**config.mk**
```make
export PLATFORM = sky130hd
export DESIGN_NAME = rob_alloc_ctrl
export DESIGN_NICKNAME = d
export VERILOG_FILES = /design/src/rtl/rob_alloc_ctrl.sv
export SDC_FILE = /design/constraint.sdc
export NUM_CORES = 1
export LEC_CHECK = 0
export BUFFER_PORTS_ARGS = -buffer_cell sky130_fd_sc_hd__buf_2
export CAP_MARGIN = 20
export CORE_MARGIN = 10
export CORE_UTILIZATION = 40
export CTS_CLUSTER_SIZE = 30
export DETAILED_ROUTE_END_ITERATION = 12
export GPL_TIMING_DRIVEN = 0
export PLACE_DENSITY = 0.67
export SETUP_SLACK_MARGIN = 0.15
export SYNTH_ARGS = -nofsm -noshare
export SYNTH_HDL_FRONTEND = slang
export SYNTH_SLANG_ARGS = --single-unit
```
**constraint.sdc**
```tcl
create_clock -name clk -period 4.85 [get_ports clk]
set_clock_uncertainty 0.2 [all_clocks]
set_input_delay 0.97 -clock clk [delete_from_list [all_inputs] [get_ports clk]]
set_output_delay 0.97 -clock clk [all_outputs]
set_load 0.01 [all_outputs]
```
**src/rtl/rob_alloc_ctrl.sv**
```systemverilog
`default_nettype none
// +--------------------------------------------------------------------------+
// | rob_alloc_ctrl: ROB head/tail allocation, writeback steering and commit   |
// | Revision: 1.0                                                            |
// +--------------------------------------------------------------------------+
module rob_alloc_ctrl #(
  parameter int ROB_DEPTH = 8,
  parameter int ROB_IDX_W = 3
) (
  input  logic                 clk,
  input  logic                 rst,
  input  logic                 flush,
  input  logic                 alloc_req,
  output logic                 alloc_ack,
  output logic [ROB_IDX_W-1:0] alloc_idx,
  output logic [ROB_DEPTH-1:0] line_write_en,
  input  logic                 wb_en,
  input  logic [ROB_IDX_W-1:0] wb_idx,
  output logic [ROB_DEPTH-1:0] line_update_en,
  input  logic [ROB_DEPTH-1:0] line_done,
  output logic                 commit_valid,
  output logic [ROB_IDX_W-1:0] commit_idx,
  input  logic                 commit_ack,
  output logic [ROB_IDX_W:0]   count,
  output logic                 full,
  output logic                 empty,
  output logic                 wb_err
);

  localparam logic [ROB_IDX_W:0]   DEPTH_CNT = (ROB_IDX_W+1)'(ROB_DEPTH);
  localparam logic [ROB_IDX_W:0]   CNT_ONE   = (ROB_IDX_W+1)'(1);
  localparam logic [ROB_IDX_W-1:0] IDX_ONE   = ROB_IDX_W'(1);
  localparam logic [ROB_DEPTH-1:0] ONE_HOT0  = ROB_DEPTH'(1);

  logic [ROB_IDX_W-1:0] head_q, head_d;
  logic [ROB_IDX_W-1:0] tail_q, tail_d;
  logic [ROB_IDX_W:0]   count_q, count_d;
  logic [ROB_DEPTH-1:0] valid_q, valid_d;
  logic                 wb_err_q, wb_err_d;

  logic wb_hit;
  logic wb_miss;
  logic commit_fire;

  always_comb begin
    full         = (count_q == DEPTH_CNT);
    empty        = (count_q == '0);
    // Full is taken from the registered count, so a same-cycle commit never frees a slot early.
    alloc_ack    = alloc_req & ~full & ~flush;
    wb_hit       = wb_en & valid_q[wb_idx] & ~flush;
    wb_miss      = wb_en & ~valid_q[wb_idx] & ~flush;
    commit_valid = ~empty & valid_q[head_q] & line_done[head_q] & ~flush;
    commit_fire  = commit_valid & commit_ack;

    line_write_en  = alloc_ack ? (ONE_HOT0 << tail_q) : '0;
    line_update_en = wb_hit    ? (ONE_HOT0 << wb_idx) : '0;
  end

  assign alloc_idx  = tail_q;
  assign commit_idx = head_q;
  assign count      = count_q;
  assign wb_err     = wb_err_q;

  always_comb begin
    head_d   = head_q;
    tail_d   = tail_q;
    count_d  = count_q;
    valid_d  = valid_q;
    wb_err_d = wb_err_q | wb_miss;

    if (flush) begin
      head_d  = '0;
      tail_d  = '0;
      count_d = '0;
      valid_d = '0;
    end else begin
      // Head and tail differ whenever both fire: commit needs non-empty, alloc needs non-full.
      if (commit_fire) begin
        valid_d[head_q] = 1'b0;
        head_d          = head_q + IDX_ONE;
      end
      if (alloc_ack) begin
        valid_d[tail_q] = 1'b1;
        tail_d          = tail_q + IDX_ONE;
      end
      if (alloc_ack && !commit_fire) begin
        count_d = count_q + CNT_ONE;
      end else if (commit_fire && !alloc_ack) begin
        count_d = count_q - CNT_ONE;
      end
    end
  end

  always_ff @(posedge clk) begin
    if (rst) begin
      head_q   <= '0;
      tail_q   <= '0;
      count_q  <= '0;
      valid_q  <= '0;
      wb_err_q <= 1'b0;
    end else begin
      head_q   <= head_d;
      tail_q   <= tail_d;
      count_q  <= count_d;
      valid_q  <= valid_d;
      wb_err_q <= wb_err_d;
    end
  end

endmodule
`default_nettype wire

```
Word-level counts from Yosys, hierarchy flattened --
Index checks and enable logic that the tools add are counted.
Word-level totals: flip-flop bits (word level) 19, logic and storage cells 61
Operators by class: add/sub/neg operators 4, order comparisons 5, eq/ne operators 1, shift operators 2, mux-type cells 17, bitwise operators 18, reduce and logical (&&, ||, !) cells 9
Operator list (count):
- $mux 8 | 5
- $shl 1x3->8 const A | 2
- $lt 3x4->1 const B | 3
- $and 1x1->1 | 10
- $bmux 1 s3 | 3
- $and 8x8->8 | 1
- $mux 4 | 2
- $not 8->8 | 1
- $or 8x8->8 | 1
- $add 3x1->3 const B | 2
- $demux 1 s3 | 2
- $ge 3x1->1 const B | 2
- $mux 1 | 5
- $add 4x1->4 const B | 1
- $eq 4x4->1 const B | 1
- $logic_and 1x1->1 | 4
- $logic_not 4->1 | 1
- $not 1->1 | 4
- $sub 4x1->4 const B | 1
- $logic_not 1->1 | 2
- $reduce_bool 2->1 | 1
- $reduce_or 2->1 | 1
- $or 1x1->1 | 1

Longest topological paths before layout --
Gate-level depths: netlist (run 1).
depth after elaboration 10, depth in mapped cells 14, gate-level depth less buffers 13

Least setup slack after synthesis (run 1) --
Ideal clock, no wire load.
kind input port to flip-flop, from input line_done[5], to register count_q[3], in the netlist count[3], arrival time 3.272 ns, required time 4.579 ns, slack 1.307 ns, stages on the path 12, cells stage by stage mux4_1 > o21ai_2 > nor2_1 > nand2_1 > ha_1 > inv_1 > ha_1 > a21o_1 > a21oi_1 > xnor2_1 > or3_1 > a21oi_1
Between the ends: cells in the longest elaborated chain, start to end 8
Ends and longest elaborated chain:
- start: declaration | RTL line 20 | input logic [ROB_DEPTH-1:0] line_done,
- $bmux 1 s3 (*) | RTL line 52 | commit_valid = ~empty & valid_q[head_q] & line_done[head_q] & ~flush;
- $mux 1 (implied by the code) (*) | RTL line 52
- $and 1x1->1 (*) (2 in series) | RTL line 52
- named net commit_valid | RTL line 21 | output logic commit_valid,
- $and 1x1->1 (*) | RTL line 53 | commit_fire = commit_valid & commit_ack;
- $logic_not 1->1 | RTL line 86 | if (alloc_ack && !commit_fire) begin
- $logic_and 1x1->1 | RTL line 86
- $mux 4 or $reduce_bool 2->1 (tied branches)
- end signal: assignment | RTL line 104 | count_q <= count_d;
- end: declaration | RTL line 37 | logic [ROB_IDX_W:0] count_q, count_d;
Mark *: on every way through the listed nets, which the timed path passes. The rest lies on a longest branch. The select of a mux whose other input is x is not followed. A chain may end at the register's enable or synchronous reset.

Final worst setup path (run 1) --
from input line_done[5], to register count_q[3], in the netlist count[3]
Between the ends: cells in the longest elaborated chain, start to end 8
Ends and longest elaborated chain (RTL line):
- $bmux 1 s3 (*) | 52
- $mux 1 (implied by the code) (*) | 52
- $and 1x1->1 (*) (2 in series) | 52
- $and 1x1->1 (*) | 53
- $logic_not 1->1 | 86
- $logic_and 1x1->1 | 86
- $mux 4 or $reduce_bool 2->1 (tied branches)
Mark *: on every way between the ends. The rest lies on a longest branch, timed or not. The select of a mux whose other input is x is not followed.

==> results.sh, run 1 <==
export IMPL_hpwlAfterDp_mm=2.93
export IMPL_die_h_um=79.0
export IMPL_synth_area_per_cell_um2=8.48
export IMPL_dp_cells=256
export IMPL_status="finished, final reports clean"
export IMPL_max_cap_viol_count=0
export IMPL_fmax_mhz=284
export IMPL_clockBufferDepth=2
export IMPL_viasPerCell=5.21
export IMPL_synth_edf_count=0
export IMPL_seq_area_frac_synth_pct=27.4
export IMPL_post_cts_repair_setup_buffers=0
export IMPL_areaGrowthSynthToFinish_pct=22.6
export IMPL_final_hold_viol_count=0
export IMPL_max_slew_margin_pct=54.3
export IMPL_critPathMaxFanout=6
export IMPL_crit_type="in -> reg"
export IMPL_synthTopCellsByArea="dfxtp_1 (27%), ha_1 (9.0%), mux2i_1 (6.5%)"
export IMPL_wl_per_cell_um=14.3
export IMPL_worstSkewPairLatency_ns=0.30
export IMPL_arrival_ns=3.57
export IMPL_fin_nets=243
export IMPL_grt_antenna_before_repair=0
export IMPL_cts_sinks=19
export IMPL_grtUsageTotal_pct=11.8
export IMPL_cts_resized=0
export IMPL_cp_required_ns=4.89
export IMPL_grt_max_degree=11
export IMPL_synthFlopType="dfxtp_1"
export IMPL_max_stage_delay_ns=0.50
export IMPL_h_tree_depth=1
export IMPL_yosysTopAreaCell="dfxtp_1"
export IMPL_cts_tree="yes"
export IMPL_synth_seq_cells=19
export IMPL_vdd_drop_max_uv=165
export IMPL_cp_start_kind="primary input"
export IMPL_grt_overflow_total=0
export IMPL_critPathBufInv=2
export IMPL_first_iter_violations=89
export IMPL_crit_path_end_kind="flip-flop"
export IMPL_cts_clk_slew_worst_paths_ns=0.11
export IMPL_leakagePower_uw=0.000810
export IMPL_ant_nets=0
export IMPL_drt_wl_total_mm=3.72
export IMPL_synthArstFlopShare_pct=0
export IMPL_synth_top_area_share_pct=27.4
export IMPL_port_buffers=46
export IMPL_yosys_warnings=0
export IMPL_firstDrtPassIters=4
export IMPL_grt_pass1_vias=1333
export IMPL_hold_class="reg -> reg"
export IMPL_period_minus_slack_ns=3.52
export IMPL_initial_core_util_pct=41.7
export IMPL_io_pins=48
export IMPL_layout_drive_gt1_share_pct=27.6
export IMPL_path_cells="buf_2, mux4_1, o21ai_2, nor2_1, nand2_1, ha_1, inv_1, ha_1, a21o_1, a21oi_1, xnor2_1, or3_1, a21oi_1"
export IMPL_setup_viol=0
export IMPL_die_w_um=79.0
export IMPL_n_antenna_cell=0
export IMPL_fin_crit_sh_pct=72.6
export IMPL_grt_pass1_wl_mm=6.22
export IMPL_slew_violations=0
export IMPL_cts_hold_buf=0
export IMPL_stdcell_count=260
export IMPL_die_area_um2=6230
export IMPL_synthesis_nets=192
export IMPL_core_area_um2=3340
export IMPL_critPathTopFamily="compound AO/OA/AOI/OAI gates"
export IMPL_syn_cell_area_um2=1390
export IMPL_place_congestion=0.820
export IMPL_syn_inst=164
export IMPL_tightest_slew_ns=0.677
export IMPL_synthTopCellsByCount="dfxtp_1 (19), nor2_1 (19), a21oi_1 (12), and3_1 (12)"
export IMPL_rows=21
export IMPL_fin_setup_tns_ns=0
export IMPL_rsz0062_at_grt="false"
export IMPL_powerDensity_nw_per_um2=175
export IMPL_cts_inserted_buffers=3
export IMPL_drcViolationCount=0
export IMPL_ys_types=43
export IMPL_vias=1355
export IMPL_cp_slowest_cell="mux4_1"
export IMPL_ctsRootBufferMaster="clkbuf_4"
-- registers in the layout, indices dropped and copies added, names as in the netlist --
signal and cells:
valid_q 8, count 4, wb_err 1, alloc_idx 3
commit_idx 3
-- logic make-up after synthesis --
| logic type | synth area share, % |
|---|---|
| and+or+nand+nor | 25.0 |
| adders and majority gates | 10.4 |
| AOI/OAI and AO/OA | 17.4 |
| xor gates and xnor gates | 2.52 |
| muxes | 12.4 |
| buffers and inverters | 4.86 |
| DFF | 27.4 |
-- final cells by class --
class | instances | area, um^2
fillers | 338 | 1630
multi-input cells | 129 | 942
flip-flops and latches | 19 | 380
repair buffers | 46 | 230
well taps | 46 | 57.6
plain buffers | 7 | 33.8
inverters | 9 | 33.8
clock buffers | 4 | 26.3
-- through the flow --
step,util [%],power (uW),hold WS [ns],cell area (um^2),setup slack [ns]
global placement,50.3,218,0.250,1680,1.02
CTS,51.1,299,0.279,1700,1.34
global route,51.1,314,0.322,1700,1.10
finish,51.1,298,0.278,1700,1.33
floorplan,-,198,0.304,1390,1.31
detailed placement,50.3,218,0.250,1680,1.02
-- layer usage --
metal,share of wire (%),global-route usage (%)
met5,0,0
met4,1.4,2.87
met3,9.8,4.95
met2,45,19.1
met1,43,14.2
-- cells in the final DEF, fill, tap and decap left out, types with 2 or more instances in the layout --
| master | instances |
|---|---|
| dfxtp_1 | 19 |
| nor2b_1 | 4 |
| and4_1 | 2 |
| ha_1 | 10 |
| a31oi_1 | 6 |
| nor2_1 | 19 |
| and2_1 | 5 |
| clkbuf_1 | 7 |
| xnor2_1 | 3 |
| inv_1 | 9 |
| mux4_2 | 2 |
| clkbuf_4 | 3 |
| nand2_1 | 10 |
| a21oi_1 | 12 |
| and3_1 | 12 |
| buf_2 | 46 |
| nor4_1 | 3 |
| mux2i_1 | 9 |
| o21ai_0 | 3 |
| nor3_1 | 2 |
| a211oi_1 | 4 |
-- where the power goes --
group	internal, uW	switching (uW)	leakage, uW
clock	32.1	51.0	0.0000150
combinational	22.5	30.4	0.000641
sequential	159	3.03	0.000154
-- worst reg2reg max path, stage by stage (launching register included) --
cell,delay (ns)
dfxtp_1,0.42
buf_6,0.18
mux2_2,0.34
o211ai_1,0.41
nor2_1,0.22
nand2_1,0.15
ha_1,0.19
inv_1,0.09
ha_1,0.27
a21o_1,0.17
a21oi_1,0.17
xnor2_1,0.09
or3_1,0.30
a21oi_1,0.13
-- worst paths after layout --
check                              from                    end  slack, ns  cells after the start
max                        line_done[5]  count[3]$_SDFFE_PP0P_       1.33                     13
min                   wb_err$_SDFF_PP0_      wb_err$_SDFF_PP0_       0.28                      2
max reg2reg  commit_idx[0]$_SDFFE_PP0N_  count[3]$_SDFFE_PP0P_       1.45                     13
min reg2reg           wb_err$_SDFF_PP0_      wb_err$_SDFF_PP0_       0.28                      2
No activity file was read; power rests on OpenSTA's default activity.
==> run 2: changes to the inputs <==
--- a/config.mk
+++ b/config.mk
@@ -12,7 +12,7 @@
 export CTS_CLUSTER_SIZE = 30
 export DETAILED_ROUTE_END_ITERATION = 12
 export GPL_TIMING_DRIVEN = 0
-export PLACE_DENSITY = 0.67
+export PLACE_DENSITY = 0.7
 export SETUP_SLACK_MARGIN = 0.15
 export SYNTH_ARGS = -nofsm -noshare
 export SYNTH_HDL_FRONTEND = slang
==> constraint.sdc (replaced) <==
create_clock -name clk -period 3 [get_ports clk]
set_clock_uncertainty 0.2 [all_clocks]
set_input_delay 0.6 -clock clk [delete_from_list [all_inputs] [get_ports clk]]
set_output_delay 0.6 -clock clk [all_outputs]
set_load 0.01 [all_outputs]
==> run 2 against run 1 <==
Power up 66%. Non-clock buffer count up 9. Critical path depth unchanged. Utilization up 4.6 points. Largest cell class unchanged. Count of clock-buffer cells in the layout unchanged. Global-route usage up 0.40 points. Die area unchanged. Setup slack worse by 1.2 ns. Worst hold slack worse by 0.0063 ns. Final cell count up 3.5%. Flip-flop and latch count unchanged. Via count up 6.1%.
==> results.sh, run 2 (synthesis results as in run 1) <==
export IMPL_status="finished, final reports clean"
export IMPL_core_area_um2=3340
export IMPL_p_int_uw=351
export IMPL_stdcell_count=269
export IMPL_crit_start="commit_idx[0]$_SDFFE_PP0N_"
export IMPL_io_pins=48
export IMPL_die_h_um=79.0
export IMPL_place_congestion=0.845
export IMPL_pre_cts_ws_ns=-0.230
export IMPL_wl_met1_mm=1.80
export IMPL_stdcell_area_um2=1860
export IMPL_grt_antenna_before_repair=0
export IMPL_arrival_ns=2.95
export IMPL_period_minus_slack_ns=2.91
export IMPL_cts_inserted_buffers=3
export IMPL_tightest_slew_ns=0.598
export IMPL_r2r_start="commit_idx[0]$_SDFFE_PP0N_"
export IMPL_fmax_mhz=344
export IMPL_cp_required_ns=3.04
export IMPL_hp_start="wb_err$_SDFF_PP0_"
export IMPL_num_fill_cells=328
export IMPL_seq_power_share_pct=53.0
export IMPL_grt_overflow_total=0
export IMPL_vias=1437
export IMPL_grt_pass1_vias=1408
export IMPL_die_area_um2=6230
export IMPL_combPwrFrac_pct=20.0
export IMPL_ant_nets=0
export IMPL_final_cell_mix="buf_2 (46), nor2_1 (18), dfxtp_1 (16)"
export IMPL_clockBufferDepth=2
export IMPL_grtUsageTotal_pct=12.2
export IMPL_max_cap_viol_count=0
export IMPL_worstHoldEndpoint="wb_err$_SDFF_PP0_"
export IMPL_crit_path_end_kind="flip-flop"
export IMPL_leakagePower_uw=0.000867
export IMPL_r2r_end="count[3]$_SDFFE_PP0P_"
export IMPL_setup_viol=0
export IMPL_critPathMaxFanout=3
export IMPL_critPathTopFamily="compound AO/OA/AOI/OAI gates"
export IMPL_dr_wl_met3_um=322
export IMPL_fin_crit_sh_pct=97.0
export IMPL_clockPowerShare_pct=27.0
export IMPL_final_hold_viol_count=0
export IMPL_drt_wl_total_mm=4.04
export IMPL_highest_layer="met4"
export IMPL_cp_start_kind="flip-flop"
export IMPL_vdd_drop_max_uv=142
export IMPL_p_sw_uw=142
export IMPL_rows=21
export IMPL_rrSetupSlack_ns=0.09
export IMPL_drcViolationCount=0
export IMPL_fin_nets=252
export IMPL_placedInstanceArea_um2=1700
export IMPL_rsz0062_at_grt="true"
export IMPL_hold_class="reg -> reg"
export IMPL_cts_sinks=19
export IMPL_setup_ws_ns=0.0889
export IMPL_largest_register_ff_count=8
export IMPL_p_total_uw=493
export IMPL_wl_per_cell_um=15.0
export IMPL_critPathBufInv=2
export IMPL_areaGrowthSynthToFinish_pct=33.8
export IMPL_viasPerCell=5.34
export IMPL_crit_type="reg -> reg"
export IMPL_cts_tree="yes"
export IMPL_max_slew_margin_pct=59.8
export IMPL_firstDrtPassIters=4
export IMPL_swShare_pct=28.9
export IMPL_slew_violations=0
export IMPL_max_stage_delay_ns=0.52
export IMPL_first_iter_violations=68
export IMPL_ctsRootBufferMaster="clkbuf_4"
export IMPL_grt_max_degree=11
export IMPL_cp_slowest_cell="mux4_2"
export IMPL_grt_pass1_wl_mm=6.50
export IMPL_met2_length_mm=1.86
export IMPL_path_cells="buf_4, mux4_2, o21ai_4, nor2_4, nand2_2, ha_4, inv_4, ha_4, a21o_1, a21oi_2, xnor2_1, or3_1, a21oi_2"
export IMPL_n_antenna_cell=0
export IMPL_r2r_cells=13
export IMPL_layout_drive_gt1_share_pct=36.8
export IMPL_port_buffers=46
export IMPL_holdPathStages=2
export IMPL_final_common_cell="buf_2"
export IMPL_cts_clk_slew_worst_paths_ns=0.11
export IMPL_hpwlAfterDp_mm=2.97
export IMPL_worstSkewPairLatency_ns=0.30
export IMPL_h_tree_depth=1
export IMPL_dp_cells=256
export IMPL_die_w_um=79.0
export IMPL_initial_core_util_pct=41.7
export IMPL_largest_register="valid_q"
export IMPL_powerDensity_nw_per_um2=265
run 2: power by group through the flow:
stage          Combinational (uW)  Clock, uW  Sequential, uW
2_1_floorplan                55.2          0             267
3_3_place_gp                 88.3          0             266
3_5_place_dp                 89.3          0             266
4_1_cts                      93.1        135             261
5_1_grt                       110        148             262
6_report                     98.8        133             261
run 2: layer usage:
layer	vias up	GRT usage, %
met1	664	15.1
met3	7	3.83
met2	55	19.9
met4	0	3.41
li1	711	-
met5	-	0
run 2: worst max-delay path by stage:
stage / endpoint / slack [ns] / cells past startpoint
5_1_grt: count[3]$_SDFFE_PP0P_ / -0.03 / 15
2_1_floorplan: count[3]$_SDFFE_PP0P_ / 0.01 / 12
3_3_place_gp: count[3]$_SDFFE_PP0P_ / -0.21 / 13
3_5_place_dp: count[3]$_SDFFE_PP0P_ / -0.23 / 13
6_report: count[3]$_SDFFE_PP0P_ / 0.09 / 13
4_1_cts: count[3]$_SDFFE_PP0P_ / 0.16 / 13
run 2: area by class of cell:
class | count | area, um^2 | area share, %
plain buffers | 7 | 37.5 | 2.02
clock buffers | 4 | 26.3 | 1.41
inverters | 9 | 36.3 | 1.95
multi-input cells | 129 | 1010 | 54.5
flip-flops and latches | 19 | 387 | 20.8
well taps | 46 | 57.6 | 3.10
repair buffers | 55 | 302 | 16.2
run 2: timing repair:
| action | 4_1_cts | 5_1_grt |
|---|---|---|
| hold buffers | 0 | 0 |
| resized for setup | 7 | 7 |
| pin swaps | 4 | 8 |
| endpoints found under the setup margin | 5 | 4 |
| buffers inserted | 7 | 2 |
run 2: through the flow:
stage	hold slack (ns)	setup TNS (ns)	util [%]
after floorplan	0.304	0	-
after global placement	0.256	-0.211	50.9
after detailed placement	0.257	-0.230	50.9
after CTS	0.281	0	54.0
after global routing	0.284	-0.0309	55.7
final	0.272	0	55.7
run 2: worst min-delay path, delay by kind of cell (launching register included):
kind | cells | cell delay, ns
simple gates | 1 | 0.07
compound gates | 1 | 0.04
flops | 1 | 0.34
==> run 3: changes to the inputs <==
--- a/config.mk
+++ b/config.mk
@@ -13,7 +13,6 @@
 export DETAILED_ROUTE_END_ITERATION = 12
 export GPL_TIMING_DRIVEN = 0
 export PLACE_DENSITY = 0.7
-export SETUP_SLACK_MARGIN = 0.15
 export SYNTH_ARGS = -nofsm -noshare
 export SYNTH_HDL_FRONTEND = slang
 export SYNTH_SLANG_ARGS = --single-unit
==> run 3 against run 2 <==
Combinational power decreased by 4.1%. Non-clock buffer count down 5. Largest power group unchanged. Largest cell class unchanged. Worst hold slack improved by 0.0090 ns.
==> results.sh, run 3 (synthesis results as in run 1) <==
export IMPL_rrSetupSlack_ns=0.14
export IMPL_crit_start="commit_idx[0]$_SDFFE_PP0N_"
export IMPL_die_w_um=79.0
export IMPL_tightest_slew_ns=0.701
export IMPL_multi_input_area_um2=991
export IMPL_grt_overflow_total=0
export IMPL_largest_register="valid_q"
export IMPL_r2r_cells=15
export IMPL_place_congestion=0.866
export IMPL_cts_clk_slew_worst_paths_ns=0.11
export IMPL_cts_tree="yes"
export IMPL_fin_nets=247
export IMPL_fmax_mhz=349
export IMPL_firstDrtPassIters=5
export IMPL_cp_required_ns=3.04
export IMPL_cp_slowest_cell="dfxtp_4"
export IMPL_n_antenna_cell=0
export IMPL_layout_drive_gt1_share_pct=34.9
export IMPL_core_area_um2=3340
export IMPL_hp_start="rst"
export IMPL_final_cell_mix="buf_2 (46), nor2_1 (18), dfxtp_1 (16)"
export IMPL_clockBufferDepth=2
export IMPL_ctsRootBufferMaster="clkbuf_4"
export IMPL_worstSkewPairLatency_ns=0.30
export IMPL_vdd_drop_max_uv=108
export IMPL_r2r_start="commit_idx[0]$_SDFFE_PP0N_"
export IMPL_port_buffers=46
export IMPL_stdcell_area_um2=1810
export IMPL_grtUsageTotal_pct=12.3
export IMPL_path_cells="buf_8, buf_12, mux2i_1, a22oi_1, o211ai_1, nor2_4, nand2_2, ha_4, inv_4, ha_1, a21o_1, a21oi_2, xnor2_1, or3_1, a21oi_2"
export IMPL_rows=21
export IMPL_viasPerCell=5.35
export IMPL_final_common_cell="buf_2"
export IMPL_cts_inserted_buffers=3
export IMPL_cp_endpoint="count[3]$_SDFFE_PP0P_"
export IMPL_h_tree_depth=1
export IMPL_critPathMaxFanout=7
export IMPL_crit_type="reg -> reg"
export IMPL_io_pins=48
export IMPL_fin_util_pct=54.2
export IMPL_r2r_end="count[3]$_SDFFE_PP0P_"
export IMPL_placedInstanceArea_um2=1700
export IMPL_grt_pass1_vias=1412
export IMPL_worst_path_most_repeated_cell="a21oi_2"
export IMPL_rsz0062_at_grt="true"
export IMPL_grt_max_degree=11
export IMPL_die_area_um2=6230
export IMPL_die_h_um=79.0
export IMPL_arrival_ns=2.90
export IMPL_initial_core_util_pct=41.7
export IMPL_cts_sinks=19
export IMPL_vias=1413
export IMPL_leakagePower_uw=0.000841
export IMPL_regArea_um2=387
export IMPL_max_cap_viol_count=0
export IMPL_holdPathStages=2
export IMPL_period_minus_slack_ns=2.86
export IMPL_num_fill_cells=333
export IMPL_cts_hold_buf=0
export IMPL_powerDensity_nw_per_um2=270
export IMPL_setup_viol=0
export IMPL_grt_antenna_before_repair=0
export IMPL_grt_pass1_wl_mm=6.53
export IMPL_max_slew_margin_pct=53.0
export IMPL_p_total_uw=489
export IMPL_cp_start_kind="flip-flop"
export IMPL_ant_nets=0
export IMPL_areaGrowthSynthToFinish_pct=30.1
export IMPL_fin_crit_sh_pct=95.4
export IMPL_final_hold_viol_count=0
export IMPL_max_stage_delay_ns=0.38
export IMPL_largest_register_ff_count=8
export IMPL_drt_wl_total_mm=3.93
export IMPL_crit_path_end_kind="flip-flop"
export IMPL_hpwlAfterDp_mm=3.06
export IMPL_status="finished, final reports clean"
export IMPL_drcViolationCount=0
export IMPL_hold_class="in -> reg"
export IMPL_fin_setup_tns_ns=0
export IMPL_slew_violations=0
export IMPL_wl_per_cell_um=14.9
export IMPL_first_iter_violations=127
==> run 3: cell count changes in the layout (fill, tap and decap cells not counted) <==
cell,previous run,this run
buf_12,0,1
buf_4,8,3
buf_6,1,0
ha_1,8,9
ha_4,2,1
mux2_2,0,1
mux2_4,1,0
nor3_2,0,1
nor3_4,1,0
==> run 3: stage by stage <==
step	hold WS (ns)	std cells	setup slack (ns)
finish	0.281	264	0.138
global route	0.292	264	-0.0225
CTS	0.278	262	0.0242
detailed placement	0.271	256	-0.245
global placement	0.253	256	-0.202
floorplan	0.304	164	0.0123
==> run 3: worst min-delay path by stage <==
stage / end / slack (ns)
after floorplan: valid_q[1]$_SDFF_PP0_ / 0.30
after global placement: wb_err$_SDFF_PP0_ / 0.25
after detailed placement: wb_err$_SDFF_PP0_ / 0.27
after CTS: wb_err$_SDFF_PP0_ / 0.28
after global routing: wb_err$_SDFF_PP0_ / 0.29
final: wb_err$_SDFF_PP0_ / 0.28
==> run 3: area by class of cell <==
class / instances / area share, %
Multi-Input combinational cell: 129 / 54.8
Sequential cell: 19 / 21.4
Timing Repair Buffer: 50 / 15.1
Tap cell: 46 / 3.18
Buffer: 7 / 2.08
Inverter: 9 / 2.01
Clock buffer: 4 / 1.45
==> run 3: where the power goes <==
part	total [uW]	switching [uW]	internal [uW]	leakage, uW
sequential	261	5.24	255	0.000156
combinational	94.7	53.9	40.8	0.000670
clock	134	81.8	51.8	0.0000150
==> run 3: repair_timing <==
item,in CTS,in global routing
resized for setup,1,9
setup endpoints to repair,1,4
buffers inserted,2,2
pin swaps,2,3
==> run 3: metal layers <==
metal,routed length [um],share of wire (%),GRT usage (%),vias to the layer above
met5,0,0,0,-
met4,29,0.74,2.15,0
met3,320,8.1,3.94,4
met2,1810,46,20.5,51
met1,1770,45,15.4,647
li1,-,-,-,711
==> run 3: worst max-delay path: cells and delay by family (launching register included) <==
kind                     cells  cell delay [ns]
adder cells (fa/ha/maj)      2             0.38
buffers and inverters        3             0.31
flip-flops                   1             0.38
AO/OA/AOI/OAI                5             0.78
multiplexers                 1             0.11
XOR/XNOR                     1             0.08
AND/OR/NAND/NOR              3             0.55
